**config.mk**
```make
export PLATFORM = sky130hd
export DESIGN_NAME = marquee_scheduler_flat
export DESIGN_NICKNAME = d
export VERILOG_FILES = /design/src/rtl/marquee_scheduler_if.sv /design/src/rtl/marquee_scheduler.sv /design/src/flat_wrapper.sv
export SDC_FILE = /design/constraint.sdc
export NUM_CORES = 1
export LEC_CHECK = 0
export CORE_MARGIN = 5
export CORE_UTILIZATION = 53
export DETAILED_ROUTE_END_ITERATION = 10
export GPL_TIMING_DRIVEN = 0
export PLACE_DENSITY = 0.79
export SKIP_CTS_REPAIR_TIMING = 1
export SYNTH_ARGS = -nofsm -noshare
export SYNTH_HDL_FRONTEND = slang
export SYNTH_SLANG_ARGS = --single-unit
```
**constraint.sdc**
```tcl
create_clock -name clk -period 3.4 [get_ports clk]
set_clock_uncertainty 0.2 [all_clocks]
set_input_delay 0.68 -clock clk [delete_from_list [all_inputs] [get_ports clk]]
set_output_delay 0.68 -clock clk [all_outputs]
set_load 0.005 [all_outputs]
```
**src/rtl/marquee_scheduler_if.sv**
```systemverilog
// rtl/marquee_scheduler_if.sv - control inputs and pattern-select outputs of the marquee sequencer
interface marquee_scheduler_if;
  logic       pause;
  logic       skip_n;
  logic [1:0] mode;
  logic [4:0] step_idx;
  logic       step;
  logic       mode_start;

  // Sequencer side: consumes pause/skip, produces the pattern selection.
  modport master (
    input  pause,
    input  skip_n,
    output mode,
    output step_idx,
    output step,
    output mode_start
  );

  // Board/datapath side: drives pause/skip, consumes the pattern selection.
  modport slave (
    output pause,
    output skip_n,
    input  mode,
    input  step_idx,
    input  step,
    input  mode_start
  );
endinterface

```
**src/rtl/marquee_scheduler.sv**
```systemverilog
// rtl/marquee_scheduler.sv - marquee mode sequencer with step tick, skip debounce and pause; CHASE mode built only with MARQUEE_CHASE_EN
module marquee_scheduler #(
  parameter int TICK_DIV    = 12500000,
  parameter int DEBOUNCE    = 500000,
  parameter int FILL_STEPS  = 12,
  parameter int BLINK_STEPS = 8,
  parameter int CHASE_STEPS = 24
) (
  input  logic                clk,
  input  logic                reset,
  marquee_scheduler_if.master sched
);

  localparam int TW = (TICK_DIV > 1) ? $clog2(TICK_DIV) : 1;
  localparam int DW = (DEBOUNCE > 1) ? $clog2(DEBOUNCE) : 1;
  localparam logic [TW-1:0] TICK_LAST = TW'(TICK_DIV - 1);
  localparam logic [DW-1:0] DEB_LAST  = DW'(DEBOUNCE - 1);

  typedef enum logic [1:0] {
    FILL  = 2'd0,
    BLINK = 2'd1,
    CHASE = 2'd2
  } mode_t;

  mode_t         mode_q;
  logic [4:0]    idx_q;
  logic          step_q;
  logic          start_q;
  logic [TW-1:0] tick_cnt;

  logic          sync1;
  logic          sync2;
  logic          deb_q;
  logic [DW-1:0] deb_cnt;

  logic          sync_diff;
  logic          deb_done;
  logic          skip_ev;
  logic          tick;

  // Mode that follows m; without CHASE the sequence folds back from BLINK to FILL.
  function automatic mode_t next_mode(input mode_t m);
    case (m)
      FILL:    return BLINK;
`ifdef MARQUEE_CHASE_EN
      BLINK:   return CHASE;
`else
      BLINK:   return FILL;
`endif
      default: return FILL;
    endcase
  endfunction

  // Final step index of mode m; the CHASE arm is unreachable when CHASE is not built.
  function automatic logic [4:0] last_idx(input mode_t m);
    case (m)
      FILL:    return 5'(FILL_STEPS - 1);
      BLINK:   return 5'(BLINK_STEPS - 1);
      default: return 5'(CHASE_STEPS - 1);
    endcase
  endfunction

  assign sync_diff = (sync2 != deb_q);
  assign deb_done  = sync_diff && (deb_cnt == DEB_LAST);
  // Only a press (debounced 1 -> 0) is an event; the release is silent.
  assign skip_ev   = deb_done && deb_q;
  assign tick      = !sched.pause && (tick_cnt == TICK_LAST);

  // Two-flop synchronizer for the raw push-button; idles released (1).
  always_ff @(posedge clk or negedge reset) begin
    if (!reset) begin
      sync1 <= 1'b1;
      sync2 <= 1'b1;
    end else begin
      sync1 <= sched.skip_n;
      sync2 <= sync1;
    end
  end

  // Debounce: the synchronized level must differ for DEBOUNCE cycles before it is accepted.
  always_ff @(posedge clk or negedge reset) begin
    if (!reset) begin
      deb_q   <= 1'b1;
      deb_cnt <= '0;
    end else if (!sync_diff) begin
      deb_cnt <= '0;
    end else if (deb_done) begin
      deb_q   <= sync2;
      deb_cnt <= '0;
    end else begin
      deb_cnt <= deb_cnt + DW'(1);
    end
  end

  // Sequencer: tick divider plus mode/index walk; a skip overrides a coincident tick.
  always_ff @(posedge clk or negedge reset) begin
    if (!reset) begin
      mode_q   <= FILL;
      idx_q    <= 5'd0;
      step_q   <= 1'b0;
      start_q  <= 1'b0;
      tick_cnt <= '0;
    end else begin
      step_q  <= 1'b0;
      start_q <= 1'b0;
      if (skip_ev) begin
        mode_q   <= next_mode(mode_q);
        idx_q    <= 5'd0;
        step_q   <= 1'b1;
        start_q  <= 1'b1;
        tick_cnt <= '0;
      end else if (!sched.pause) begin
        if (tick) begin
          tick_cnt <= '0;
          step_q   <= 1'b1;
          if (idx_q >= last_idx(mode_q)) begin
            mode_q  <= next_mode(mode_q);
            idx_q   <= 5'd0;
            start_q <= 1'b1;
          end else begin
            idx_q <= idx_q + 5'd1;
          end
        end else begin
          tick_cnt <= tick_cnt + TW'(1);
        end
      end
    end
  end

  assign sched.mode       = mode_q;
  assign sched.step_idx   = idx_q;
  assign sched.step       = step_q;
  assign sched.mode_start = start_q;

endmodule

```
**src/flat_wrapper.sv**
```systemverilog
// flat-port wrapper written by rule: the top's interface ports become plain ports
module marquee_scheduler_flat 
#(
  parameter int TICK_DIV    = 12500000,
  parameter int DEBOUNCE    = 500000,
  parameter int FILL_STEPS  = 12,
  parameter int BLINK_STEPS = 8,
  parameter int CHASE_STEPS = 24
)
  (clk, reset, sched_pause, sched_skip_n, sched_mode, sched_step_idx, sched_step, sched_mode_start);
  marquee_scheduler_if sched_i ();
  input  logic clk;
  input  logic reset;
  input wire logic [$bits(sched_i.pause)-1:0] sched_pause;
  input wire logic [$bits(sched_i.skip_n)-1:0] sched_skip_n;
  output wire logic [$bits(sched_i.mode)-1:0] sched_mode;
  output wire logic [$bits(sched_i.step_idx)-1:0] sched_step_idx;
  output wire logic [$bits(sched_i.step)-1:0] sched_step;
  output wire logic [$bits(sched_i.mode_start)-1:0] sched_mode_start;
  assign sched_i.pause = sched_pause;
  assign sched_i.skip_n = sched_skip_n;
  assign sched_mode = sched_i.mode;
  assign sched_step_idx = sched_i.step_idx;
  assign sched_step = sched_i.step;
  assign sched_mode_start = sched_i.mode_start;
  marquee_scheduler #(.TICK_DIV(TICK_DIV), .DEBOUNCE(DEBOUNCE), .FILL_STEPS(FILL_STEPS), .BLINK_STEPS(BLINK_STEPS), .CHASE_STEPS(CHASE_STEPS)) u_core (.clk(clk), .reset(reset), .sched(sched_i));
endmodule
```
==> flow_metrics.py, run 1 <==
metrics = {
    "yosys": {
        "synth_warnings": 0,
        "synth_top_family_by_area": "simple AND/OR/NAND/NOR gates",
        "synth_top_area_share_pct": 47.7,
        "synth_fp_nets": 283,
        "synth.area.top_cells": "dfrtp_1 (48%), xor2_1 (9.2%), nor2_1 (5.6%)",
        "async_flop_share_pct": 100,
        "synth_mux_area_share_pct": 0.795,
        "synth_simple_gate_area_share_pct": 27.2,
        "synth-adder-area-share_pct": 2.34,
        "synth_top_area_cell": "dfrtp_1",
        "synth_common_cells": "dfrtp_1 (51), nor2_1 (40), xor2_1 (28)",
        "yosys_register_bits": 54,
        "synth-xor-area-share_pct": 10.8,
        "netlist_instances": 274,
        "yosysMostFrequentCell": "dfrtp_1",
        "synth-edff-count": 0,
        "syn_area_per_cell_um2": 9.77,
        "synth_top_flop_cell": "dfrtp_1",
        "yosysUniqueCellTypes": 44,
        "synth_seq_area_share_pct": 50.6,
        "syn_area_um2": 2680,
        "synth_compound_area_share_pct": 6.08,
    },
    "floorplan": {
        "rows": 25,
        "ioPinCount": 13,
        "core_area_um2": 4820,
        "die_area_um2": 6570,
        "start_util_pct": 55.6,
        "die_w_um": 81.1,
        "die_h_um": 81.1,
    },
    "power_and_ir_drop": {
        "peakVddDrop_mv": 0.263,
        "p_leak_nw": 1.30,
        "power_density_nw_per_um2": 402,
    },
    "routing": {
        "drt_wl_total_mm": 5.04,
        "drtIter0Drc": 102,
        "postRouteAntennaNets": 0,
        "wl_per_cell_um": 14.0,
        "viasPerCell": 5.53,
        "dr.pass1.iters": 4,
        "wl_met3_um": 154,
        "vias": 1998,
        "route.detailed.drc": 0,
        "wl_met1_mm": 2.31,
        "routed.top_layer": "met4",
        "route.met2.wl_mm": 2.48,
    },
    "critical_path": {
        "slowest_stage": "dfrtp_1",
        "cpMostUsedCell": "clkbuf_1",
        "worstSetupPathType": "flip-flop to flip-flop",
        "cp.depth": 9,
        "cp.arrival_ps": 3060,
        "critPathCaptureType": "flip-flop",
        "crit_required_ps": 3440,
        "worstPathCellList": "ha_1, clkbuf_1, and4b_1, nand4b_1, o31ai_1, clkbuf_1, nand3_1, or3_1, a21oi_1",
        "cp-start-kind": "flip-flop",
        "cpPeakStageDelay_ps": 430,
        "critical_path.top_delay_family": "simple AND/OR/NAND/NOR gates",
        "cp_max_fo": 10,
        "regToRegSetupSlack_ps": 390,
        "rr_worst_depth": 9,
        "reg2reg_from": "u_core.deb_cnt[0]",
        "worst-path-buf-inv": 2,
        "timing.rr.end": "u_core.tick_cnt[16]",
    },
    "layout": {
        "drive_above_1_share_pct": 8.16,
        "diodes": 0,
        "stdcell_area_um2": 2980,
        "areaGrowthSynthToFinish_pct": 11.2,
        "final_util_pct": 61.8,
        "nets": 302,
    },
    "min_path": {
        "worst_hold_path_type": "primary input to async pin",
    },
    "global_route": {
        "grt_overflow": 0,
        "grt_start_max_net_pins": 31,
        "grt_pass1_wl_mm": 9.05,
        "grt_pass1_vias": 2031,
        "gr-usage-all-layers_pct": 17.8,
        "antenna_found_initial": 0,
    },
    "sta": {
        "fin_crit_ps": 3010,
        "slew_headroom_pct": 39.1,
        "fin_crit_sh_pct": 88.6,
        "timing.final.ws_setup_ps": 388,
        "grt_setup_unrepaired": "false",
        "hold_violations": 0,
        "worst_pin_slew_ps": 906,
        "fmax_ghz": 0.332,
        "setup_viol": 0,
        "slew_violations": 0,
    },
    "clock_network": {
        "clock_latency_ps": 310,
        "clockRootBuffer": "clkbuf_8",
        "clk_pin_slew_ps": 90,
        "htreeDepth": 2,
        "clk_path_buf_depth": 2,
        "cts_tree": "done",
        "numCtsBuffers": 5,
        "clock-sinks": 54,
    },
    "placed_design": {
        "numPortBuffers": 11,
        "dpl-instance-area_um2": 2890,
        "hpwl_mm": 3.59,
        "place_ws_ps": 437,
        "gp_congestion": 0.838,
    },
    "run": {
        "drv_cap": 0,
    },
    "status": {
        "status": "completed",
    },
}
-- cells by family (layout without fill, tap and decap cells) --
kind of cell / Yosys count / count (layout)
AND/OR/NAND/NOR: 136 / 136
flip-flops: 54 / 54
XOR/XNOR: 33 / 33
AO/OA/AOI/OAI: 30 / 30
buffers and inverters: 13 / 33
adder cells (fa/ha/maj): 5 / 5
multiplexers: 2 / 2
other: 1 / 1
-- area by class of cell --
class	instances	area [um2]
plain buffers	8	36.3
inverters	5	18.8
multi-input cells	207	1270
repair buffers	12	125
clock buffers	7	86.3
clock inverters	1	5.00
fillers	414	1840
well taps	67	83.8
flip-flops and latches	54	1360
-- cell usage in the layout, fill, tap and decap left out, types with 2 or more instances in the layout --
master / n
inv_1: 5
clkbuf_8: 6
and2_1: 2
or3_1: 11
buf_2: 3
or4_1: 3
nand2_1: 18
nor2_1: 40
nor3_1: 5
and4_1: 2
o21ai_0: 13
and3_1: 9
nand3_1: 19
clkbuf_1: 6
xnor2_1: 5
nand4b_1: 2
xor2_1: 28
dfrtp_1: 51
nand4_1: 9
or4_4: 2
and3_2: 2
clkdlybuf4s50_1: 10
ha_1: 5
dfstp_2: 3
a21oi_1: 12
-- flip-flops by register name, summed over array words and instances, names as in the netlist --
name and count:
u_core.sched.step 1, u_core.deb_cnt 19, u_core.sync1 1, u_core.tick_cnt 24
u_core.sync2 1, u_core.sched.step_idx 5, u_core.sched.mode_start 1, u_core.sched.mode 1
u_core.deb_q 1
-- routing by layer --
metal  track usage, %  vias to the layer above
met3             3.33                       10
met5                0                        -
met2             29.3                       35
met1             22.7                      961
li1                 -                      992
met4             8.28                        0
-- metrics by stage --
stage                     hold slack [ps]  total power, mW  setup TNS, ps  cells
after floorplan                       145            0.794              0    274
after global routing                  174             1.27              0    361
after CTS                             164             1.21              0    361
after global placement                147            0.831          -7240    352
final                                 156             1.20              0    361
after detailed placement              149            0.842              0    353
-- where the power goes --
part	internal, mW	total [mW]	switching [mW]
sequential	0.680	0.721	0.0412
clock	0.165	0.367	0.203
combinational	0.0487	0.107	0.0585
total	0.894	1.20	0.302
-- how the worst max path moves through the flow --
| stage | slack [ps] | endpoint | from |
|---|---|---|---|
| after floorplan | 660 | u_core.sched.step_idx[0] | u_core.tick_cnt[8] |
| after global placement | -150 | u_core.sched.step_idx[3] | reset |
| after detailed placement | 440 | u_core.tick_cnt[16] | u_core.deb_cnt[0] |
| after CTS | 410 | u_core.tick_cnt[16] | u_core.deb_cnt[0] |
| after global routing | 150 | u_core.tick_cnt[16] | u_core.deb_cnt[0] |
| final | 390 | u_core.tick_cnt[16] | u_core.deb_cnt[0] |
-- worst register-to-register path: cells and delay by family, from the launching register on --
kind | cells | cell delay (ps)
and+or+nand+nor | 4 | 970
DFF | 1 | 430
buffers and inverters | 2 | 680
adders and majority gates | 1 | 170
AOI/OAI and AO/OA | 2 | 490
(Power assumes the default switching activity.)
==> run 2, diff against run 1 <==
Settings changed: PLACE_DENSITY 0.79 to 0.72.
==> run 2 against run 1 <==
First-iteration DRC count shrank 38%. Wire length fell by 3.6%. Total power is 1.5% higher. Core utilization rose by 0.29 points. Combinational power decreased by 4%. Clock power rose by 6.3%. Maximum frequency up 0.17%. Non-clock buffer count stayed put.
==> flow_metrics.py, run 2 (synthesized netlist as in run 1, its figures left out) <==
metrics = {
    "critical_path": {
        "cp-start-kind": "flip-flop",
        "cp-startpoint": "u_core.deb_cnt[0]",
        "cp.arrival_ps": 3050,
        "crit_required_ps": 3450,
        "critPathCaptureType": "flip-flop",
        "cp_max_fo": 10,
        "reg2reg_from": "u_core.deb_cnt[0]",
        "worstSetupPathType": "flip-flop to flip-flop",
    },
    "layout": {
        "nets": 302,
        "diodes": 0,
        "largest_reg_flops": 24,
        "mostFrequentLayoutCell": "dfrtp_1",
        "fill_cells": 427,
        "areaGrowthSynthToFinish_pct": 11.7,
        "regMostFlops": "u_core.tick_cnt",
        "drive_above_1_share_pct": 8.50,
        "layout_common_cells": "dfrtp_1 (51), nor2_1 (40), xor2_1 (28), nand3_1 (19), nand2_1 (18)",
        "stdcell_area_um2": 2990,
    },
    "floorplan": {
        "ioPinCount": 13,
        "rows": 25,
        "die_area_um2": 6570,
        "die_h_um": 81.1,
        "start_util_pct": 55.6,
        "core_area_um2": 4820,
        "die_w_um": 81.1,
    },
    "clock_network": {
        "clock_latency_ps": 310,
        "clock-sinks": 54,
        "cts_tree": "done",
        "clk_path_buf_depth": 2,
        "clk_pin_slew_ps": 100,
        "htreeDepth": 2,
        "clockRootBuffer": "clkbuf_8",
        "numCtsBuffers": 5,
    },
    "routing": {
        "route.detailed.drc": 0,
        "viasPerCell": 5.52,
        "wl_met3_um": 112,
        "drtIter0Drc": 63,
        "postRouteAntennaNets": 0,
        "drt_wl_total_mm": 4.86,
        "route.met2.wl_mm": 2.31,
        "wl_met1_mm": 2.37,
        "vias": 1991,
        "wl_per_cell_um": 13.5,
        "dr.pass1.iters": 4,
        "routed.top_layer": "met4",
    },
    "sta": {
        "grt_setup_unrepaired": "false",
        "fmax_ghz": 0.333,
        "worst_pin_slew_ps": 833,
        "tns_ps": 0,
        "slew_violations": 0,
        "slew_headroom_pct": 44.0,
        "fin_crit_sh_pct": 88.4,
        "setup_viol": 0,
        "hold_violations": 0,
        "fin_crit_ps": 3010,
        "fin_hold_ws_ps": 132,
    },
    "global_route": {
        "antenna_found_initial": 0,
        "gr-usage-all-layers_pct": 17.1,
        "grt_pass1_vias": 1950,
        "grt_start_max_net_pins": 34,
        "grt_overflow": 0,
        "grt_pass1_wl_mm": 8.74,
    },
    "min_path": {
        "worst_hold_path_type": "primary input to async pin",
    },
    "placed_design": {
        "dpl-instance-area_um2": 2890,
        "hpwl_mm": 3.51,
        "numPortBuffers": 11,
        "gp_congestion": 0.817,
    },
    "status": {
        "status": "completed",
    },
    "run": {
        "drv_cap": 0,
    },
    "power_and_ir_drop": {
        "p_total_mw": 1.21,
        "peakVddDrop_mv": 0.217,
        "power_density_nw_per_um2": 406,
        "p_leak_nw": 1.31,
    },
}
[run 2: cell count changes in the layout (fill, tap and decap cells not counted)]
cell / change
clkbuf_1: -1
clkbuf_8: +1
clkinv_2: -1
clkinv_4: +1
[run 2: final cells by class]
type	count	area, um2	area share, %
Sequential cell	54	1360	45.3
Multi-Input combinational cell	207	1270	42.3
Timing Repair Buffer	12	125	4.18
Clock buffer	7	96.3	3.22
Tap cell	67	83.8	2.80
Buffer	8	36.3	1.21
Inverter	5	18.8	0.628
Clock inverter	1	8.76	0.293
[run 2: routing by layer]
metal | GRT usage, % | up-vias
met3 | 2.66 | 6
li1 | - | 997
met4 | 7.09 | 0
met2 | 27.8 | 19
met5 | 0 | -
met1 | 22.8 | 969
[run 2: critical path, stage by stage (launching register included)]
cell and delay, ps:
dfrtp_1 450, ha_1 180, clkbuf_1 280, and4b_1 260, nand4b_1 150, o31ai_1 350, clkbuf_1 390, nand3_1 190
or3_1 370, a21oi_1 140
[run 2: per-stage QoR]
stage / instances / setup WS [ps] / util (%)
floorplan: 274 / 659 / -
global placement: 352 / -200 / 59.6
detailed placement: 353 / 440 / 59.9
CTS: 361 / 389 / 62.1
global route: 361 / 134 / 62.1
finish: 361 / 393 / 62.1
[run 2: worst paths after layout]
| path | slack (ps) | depth (start not counted) | endpoint |
|---|---|---|---|
| min | 130 | 1 | u_core.tick_cnt[19] |
| min in group clk | 160 | 0 | u_core.sync2 |
| min reg2reg | 160 | 0 | u_core.sync2 |
| max in group asynchronous | 2250 | 2 | u_core.sync1 |
| max reg2reg | 390 | 9 | u_core.tick_cnt[16] |
| max | 390 | 9 | u_core.tick_cnt[16] |
[run 2: power breakdown]
part / internal [mW] / leakage, nW / total (mW) / switching, mW
logic: 0.0474 / 0.529 / 0.103 / 0.0552
clock network: 0.187 / 0.0544 / 0.390 / 0.203
registers: 0.680 / 0.726 / 0.721 / 0.0409
==> run 3, diff against run 2 <==
Settings changed: CTS_CLUSTER_DIAMETER set to 200.
==> results of run 3 <==
Same layout as run 2: the final DEF is identical, and so are final timing and power.
